### src/rtl/cu_cache_request_arbiter.sv
`default_nettype none
// ============================================================================
// Module   : cu_cache_request_arbiter
// Purpose  : Round-robin sharing of one compute-unit cache request port among
//            NUM_REQ engine requesters. Each issued request is tagged with its
//            requester ID. Responses are routed back by that tag. The number of
//            in-flight requests is capped so the cache response FIFO never
//            overflows.
// Revision : 1.0  initial release
// ============================================================================
module cu_cache_request_arbiter #(
  parameter int NUM_REQ         = 4,
  parameter int ID_W            = 2,
  parameter int REQ_PAYLOAD_W   = 128,
  parameter int RSP_PAYLOAD_W   = 64,
  parameter int MAX_OUTSTANDING = 16,
  parameter int CNT_W           = 5
) (
  input  logic                             ap_clk,
  input  logic                             areset,
  // engine request side
  input  logic [NUM_REQ-1:0]               req_valid_in,
  input  logic [NUM_REQ*REQ_PAYLOAD_W-1:0] req_payload_in,
  output logic [NUM_REQ-1:0]               req_ready_out,
  // cache request FIFO side
  output logic                             cache_req_valid_out,
  output logic [REQ_PAYLOAD_W-1:0]         cache_req_payload_out,
  output logic [ID_W-1:0]                  cache_req_id_out,
  input  logic                             cache_prog_full_in,
  // cache response FIFO side
  input  logic                             cache_rsp_valid_in,
  input  logic [ID_W-1:0]                  cache_rsp_id_in,
  input  logic [RSP_PAYLOAD_W-1:0]         cache_rsp_payload_in,
  // engine response side
  output logic [NUM_REQ-1:0]               rsp_valid_out,
  output logic [RSP_PAYLOAD_W-1:0]         rsp_payload_out,
  // status
  output logic [CNT_W-1:0]                 outstanding_out,
  output logic                             error_out,
  output logic                             done_out
);

  localparam logic [CNT_W-1:0] c_MAX_OUT   = CNT_W'(MAX_OUTSTANDING);
  localparam logic [CNT_W-1:0] c_CNT_ONE   = CNT_W'(1);
  localparam logic [ID_W:0]    c_NUM_REQ   = (ID_W+1)'(NUM_REQ);
  localparam logic [ID_W-1:0]  c_LAST_INIT = ID_W'(NUM_REQ - 1);

  // --------------------------------------------------------------------------
  // State registers
  // --------------------------------------------------------------------------
  logic [ID_W-1:0]          r_last;
  logic [CNT_W-1:0]         r_outstanding;
  logic                     r_error;
  logic                     r_done;
  logic                     r_cache_req_valid;
  logic [REQ_PAYLOAD_W-1:0] r_cache_req_payload;
  logic [ID_W-1:0]          r_cache_req_id;
  logic [NUM_REQ-1:0]       r_rsp_valid;
  logic [RSP_PAYLOAD_W-1:0] r_rsp_payload;

  // --------------------------------------------------------------------------
  // Combinational arbitration signals
  // --------------------------------------------------------------------------
  logic                          w_issue_en;
  logic [NUM_REQ-1:0]            w_above_last;
  logic [NUM_REQ-1:0]            w_req_hi;
  logic [NUM_REQ-1:0]            w_pick;
  logic [NUM_REQ-1:0]            w_grant_hot;
  logic [ID_W-1:0][NUM_REQ-1:0]  w_id_term;
  logic [ID_W-1:0]               w_grant_id;
  logic [REQ_PAYLOAD_W-1:0]      w_payload_arr [NUM_REQ];
  logic                          w_xfer;
  logic                          w_rsp_id_ok;
  logic [NUM_REQ-1:0]            w_rsp_hot;

  // A free slot exists and the cache request FIFO is not pushing back.
  assign w_issue_en = ~cache_prog_full_in & (r_outstanding < c_MAX_OUT);

  // Per-requester helpers: priority mask, payload slices, response decode.
  for (genvar i = 0; i < NUM_REQ; i++) begin : g_req
    localparam logic [ID_W:0]   c_IDX_W = (ID_W+1)'(i);
    localparam logic [ID_W-1:0] c_IDX   = ID_W'(i);
    assign w_above_last[i]  = c_IDX_W > {1'b0, r_last};
    assign w_payload_arr[i] = req_payload_in[i*REQ_PAYLOAD_W +: REQ_PAYLOAD_W];
    assign w_rsp_hot[i]     = (cache_rsp_id_in == c_IDX);
  end

  // Round robin: prefer requesters numbered above the last grant, otherwise
  // wrap to the lowest-numbered active requester. The lowest set bit of the
  // chosen vector is the grant.
  assign w_req_hi    = req_valid_in & w_above_last;
  assign w_pick      = (|w_req_hi) ? w_req_hi : req_valid_in;
  assign w_grant_hot = w_pick & (~w_pick + NUM_REQ'(1));

  // One-hot to binary: bit b of the ID is the OR of grant bits whose index has
  // bit b set.
  for (genvar b = 0; b < ID_W; b++) begin : g_idbit
    for (genvar i = 0; i < NUM_REQ; i++) begin : g_term
      localparam logic c_SET = ((i >> b) & 1) == 1;
      assign w_id_term[b][i] = w_grant_hot[i] & c_SET;
    end
    assign w_grant_id[b] = |w_id_term[b];
  end

  assign req_ready_out = w_issue_en ? w_grant_hot : '0;
  assign w_xfer        = w_issue_en & (|req_valid_in);
  assign w_rsp_id_ok   = {1'b0, cache_rsp_id_in} < c_NUM_REQ;

  // Register the granted request towards the cache and advance the pointer.
  always_ff @(posedge ap_clk) begin
    if (areset) begin
      r_cache_req_valid   <= 1'b0;
      r_cache_req_payload <= '0;
      r_cache_req_id      <= '0;
      r_last              <= c_LAST_INIT;
    end else begin
      r_cache_req_valid <= w_xfer;
      if (w_xfer) begin
        r_cache_req_payload <= w_payload_arr[w_grant_id];
        r_cache_req_id      <= w_grant_id;
        r_last              <= w_grant_id;
      end
    end
  end

  // Route each cache response to its owner; unknown IDs are dropped.
  always_ff @(posedge ap_clk) begin
    if (areset) begin
      r_rsp_valid   <= '0;
      r_rsp_payload <= '0;
    end else begin
      r_rsp_valid <= '0;
      if (cache_rsp_valid_in) begin
        r_rsp_payload <= cache_rsp_payload_in;
        if (w_rsp_id_ok) begin
          r_rsp_valid <= w_rsp_hot;
        end
      end
    end
  end

  // Track in-flight requests; a response with nothing in flight is an error.
  always_ff @(posedge ap_clk) begin
    if (areset) begin
      r_outstanding <= '0;
      r_error       <= 1'b0;
    end else begin
      case ({w_xfer, cache_rsp_valid_in})
        2'b10: r_outstanding <= r_outstanding + c_CNT_ONE;
        2'b01: begin
          if (r_outstanding == '0) begin
            r_error <= 1'b1;
          end else begin
            r_outstanding <= r_outstanding - c_CNT_ONE;
          end
        end
        default: r_outstanding <= r_outstanding;
      endcase
      if (cache_rsp_valid_in && !w_rsp_id_ok) begin
        r_error <= 1'b1;
      end
    end
  end

  // Idle when nothing is in flight, pending, presented or returning.
  always_ff @(posedge ap_clk) begin
    if (areset) begin
      r_done <= 1'b1;
    end else begin
      r_done <= (r_outstanding == '0) & ~(|req_valid_in) &
                ~r_cache_req_valid & ~cache_rsp_valid_in;
    end
  end

  assign cache_req_valid_out   = r_cache_req_valid;
  assign cache_req_payload_out = r_cache_req_payload;
  assign cache_req_id_out      = r_cache_req_id;
  assign rsp_valid_out         = r_rsp_valid;
  assign rsp_payload_out       = r_rsp_payload;
  assign outstanding_out       = r_outstanding;
  assign error_out             = r_error;
  assign done_out              = r_done;

endmodule
`default_nettype wire

### config.mk
export PLATFORM = sky130hd
export DESIGN_NAME = cu_cache_request_arbiter
export DESIGN_NICKNAME = d
export VERILOG_FILES = /design/src/rtl/cu_cache_request_arbiter.sv
export SDC_FILE = /design/constraint.sdc
export NUM_CORES = 1
export LEC_CHECK = 0
export BUFFER_PORTS_ARGS = -buffer_cell sky130_fd_sc_hd__buf_2
export CORE_AREA = 4 4 307 309
export DETAILED_ROUTE_END_ITERATION = 8
export DIE_AREA = 0 0 311 313
export SLEW_MARGIN = 30
export SYNTH_ARGS = -nofsm -noshare
export SYNTH_HDL_FRONTEND = slang
export SYNTH_SLANG_ARGS = --single-unit
export TNS_END_PERCENT = 5
### constraint.sdc
create_clock -name ap_clk -period 4.3 [get_ports ap_clk]
set_clock_uncertainty 0.05 [all_clocks]
set_input_delay 0.43 -clock ap_clk [delete_from_list [all_inputs] [get_ports ap_clk]]
set_output_delay 0.43 -clock ap_clk [all_outputs]
set_load 0.05 [all_outputs]
==> results.json <==
{
  "outcome": "complete, no violations",
  "setup_violations": 0,
  "wl_per_cell_microns": 22.3,
  "relSlewSlack_pct": 30.2,
  "routabilityCongestion": 0.958,
  "cp-start-kind": "flop",
  "maxCapViolCount": 0,
  "r2r_end": "cache_req_payload_out[76]",
  "crit_arrival_ps": 3710,
  "synth_cells": 1174,
  "syn-num-nets": 1764,
  "dp.cells": 3059,
  "cts_max_level": 1,
  "rsz0062_at_grt": "false",
  "grt_pass1_vias": 13400,
  "std_cell_rows": 111,
  "finalWirelength_mm": 72.5,
  "grt_use_total_pct": 13.9,
  "die_x_microns": 311,
  "final-hold-violation-count": 0,
  "vias": 13400,
  "synth_warnings": 0,
  "rrSetupSlack_ps": 1090,
  "placed_area_sq_um": 16300,
  "hold_class": "input port to flop",
  "dieArea_sq_um": 97300,
  "synth-main-ff-cell": "dfxtp_1",
  "cts-root-buf": "clkbuf_16",
  "whs_path_depth": 2,
  "clk_latency_ps": 610,
  "peakVddDrop_mv": 0.313,
  "p_leak_nw": 8.58,
  "path_class": "flop to flop",
  "core_sq_um": 91400,
  "critical_path.endpoint_type": "flop",
  "worstSetupStartpoint": "r_last[0]",
  "worst-slew-pin-transition_ps": 1050,
  "hp-start": "req_payload_in[484]",
  "path_clk_slew_ps": 60,
  "dp_slack_ps": 1410,
  "avgSynthCellArea_sq_um": 9.51,
  "whs_endpoint": "cache_req_payload_out[100]",
  "grtUsageMet3_pct": 6.08,
  "drive_gt1_share_pct": 48.3,
  "p_total_mw": 7.57,
  "utilization_pct": 20.4,
  "area_growth_pct": 66.6,
  "grt_util_met1_pct": 16.3,
  "min_period_ps": 3210,
  "synth_edf_count": 0,
  "top_usage_layer": "met2",
  "io_buffers": 795,
  "cts_tree": "done",
  "ios": 796,
  "cts_sinks": 208,
  "grt_pass1_wl_mm": 99.6,
  "ctsResizeCount": 0,
  "ys_types": 43,
  "p_per_area_nw_per_um2": 407,
  "dr.pass1.iters": 6,
  "start_util_pct": 12.2,
  "slew_viol_final": 0,
  "drc": 0,
  "synth_seq_cells": 208,
  "r2r-start": "r_last[0]",
  "min_period_over_period_pct": 74.6,
  "setup_ws_ps": 1090,
  "clock_path_buffers": 3,
  "antenna_found_initial": 45,
  "async_flop_share_pct": 0,
  "finalNonFillerCells": 3255,
  "synth_area_sq_um": 11200,
  "cp_max_fo": 65,
  "cp.required_ps": 4810,
  "grt_max_degree": 129,
  "fin_tns_setup_ps": 0,
  "fin_nets": 2634,
  "rr_worst_depth": 7,
  "numCtsBuffers": 28,
  "grt_use_met2_pct": 23.3,
  "seq_area_frac_synth_pct": 37.3,
  "max_freq_mhz": 312,
  "grt_overflow": 0,
  "hold_ws_ps": 57.7,
  "drtIter0Drc": 1059,
  "die_h_microns": 313,
  "viasPerCell": 4.12,
  "ant_nets": 0,
  "hpwl_mm": 58.2,
  "num-fill-cells": 10100,
  "fin_area_sq_um": 18600
}
## cells by family after synthesis
family,Yosys count,synth area share [%]
buffers and inverters,252,10.6
flip-flops,208,37.3
AND/OR/NAND/NOR,363,14.2
multiplexers,66,5.92
XOR/XNOR,3,0.235
adder cells (fa/ha/maj),4,0.515
AO/OA/AOI/OAI,278,31.3
## synth_stat cells (2+ instances only)
library cell	count	area, sq um
a2111oi_0	9	78.8
a2111oi_2	119	1790
a21oi_1	3	15.0
and3_1	2	12.5
buf_1	7	26.3
buf_2	39	195
buf_4	5	37.5
buf_6	23	259
clkbuf_1	42	158
dfxtp_1	208	4160
ha_1	3	37.5
inv_1	136	510
mux2i_1	66	661
nand2_1	3	11.3
nand2b_1	5	31.3
nand3_1	2	10.0
nor2_1	213	800
nor2b_1	3	18.8
nor3_1	129	646
o21ai_0	3	15.0
o21ai_2	2	17.5
o21bai_1	2	15.0
o221a_1	119	1340
o221a_2	9	101
or4_1	2	15.0
xnor2_1	3	26.3
## area by class of cell
cell class,count,area (sq um),share of cell area [%]
multi-input cells,714,5850,31.5
repair buffers,956,5680,30.5
flip-flops and latches,208,4160,22.4
well taps,1186,1480,7.98
clock buffers,39,792,4.26
inverters,136,510,2.74
clock inverters,8,101,0.545
diodes,8,20.0,0.108
## report_power, final
group / leakage, nW / switching (mW) / internal [mW] / total [mW]
clock network: 0.426 / 0.990 / 1.34 / 2.33
registers: 1.72 / 0.159 / 2.18 / 2.34
logic: 6.43 / 1.92 / 0.992 / 2.91
total: 8.58 / 3.06 / 4.51 / 7.57
## state kept, by name, summed over array words and instances, names as in the netlist
name and count:
cache_req_payload_out 128, rsp_payload_out 64, outstanding_out 5, rsp_valid_out 4, cache_req_id_out 2, r_last 2, cache_req_valid_out 1, done_out 1
error_out 1
## worst max path at each step
stage / end / cells after the start
floorplan: req_ready_out[3] / 6
CTS: cache_req_payload_out[81] / 7
finish: cache_req_payload_out[76] / 7
global placement: outstanding_out[4] / 10
detailed placement: outstanding_out[4] / 10
global route: cache_req_payload_out[76] / 7
## cells in the final DEF (no fill, tap or decap), types with 4 or more instances in the layout
| master | count |
|---|---|
| clkbuf_1 | 6 |
| dfxtp_1 | 208 |
| a2111oi_0 | 9 |
| o221a_2 | 9 |
| dlygate4sd3_1 | 141 |
| buf_2 | 793 |
| nor2_1 | 213 |
| nor3_1 | 129 |
| clkbuf_8 | 5 |
| clkbuf_16 | 28 |
| diode_2 | 8 |
| nand2b_1 | 4 |
| buf_12 | 10 |
| o221a_1 | 119 |
| buf_4 | 11 |
| a2111oi_2 | 119 |
| mux2i_1 | 66 |
| inv_1 | 136 |
## repair_timing
item                                   4_1_cts  5_1_grt
endpoints found under the hold margin      108        0
setup endpoints to repair                    0        0
buffers inserted                             0        0
hold buffers                               141        0
## per-layer routing
layer / wire [microns] / vias up
li1: - / 6090
met1: 27900 / 6375
met2: 34000 / 757
met3: 8130 / 145
met4: 2150 / 32
met5: 212 / -
## worst max-delay path: stages, from the launching register on
cell	delay (ps)
dfxtp_1	360
nand2b_1	220
and3_1	200
o32ai_1	360
nand2b_4	280
buf_4	600
o221a_1	330
dlygate4sd3_1	540
No activity file was read; power rests on OpenSTA's default activity.
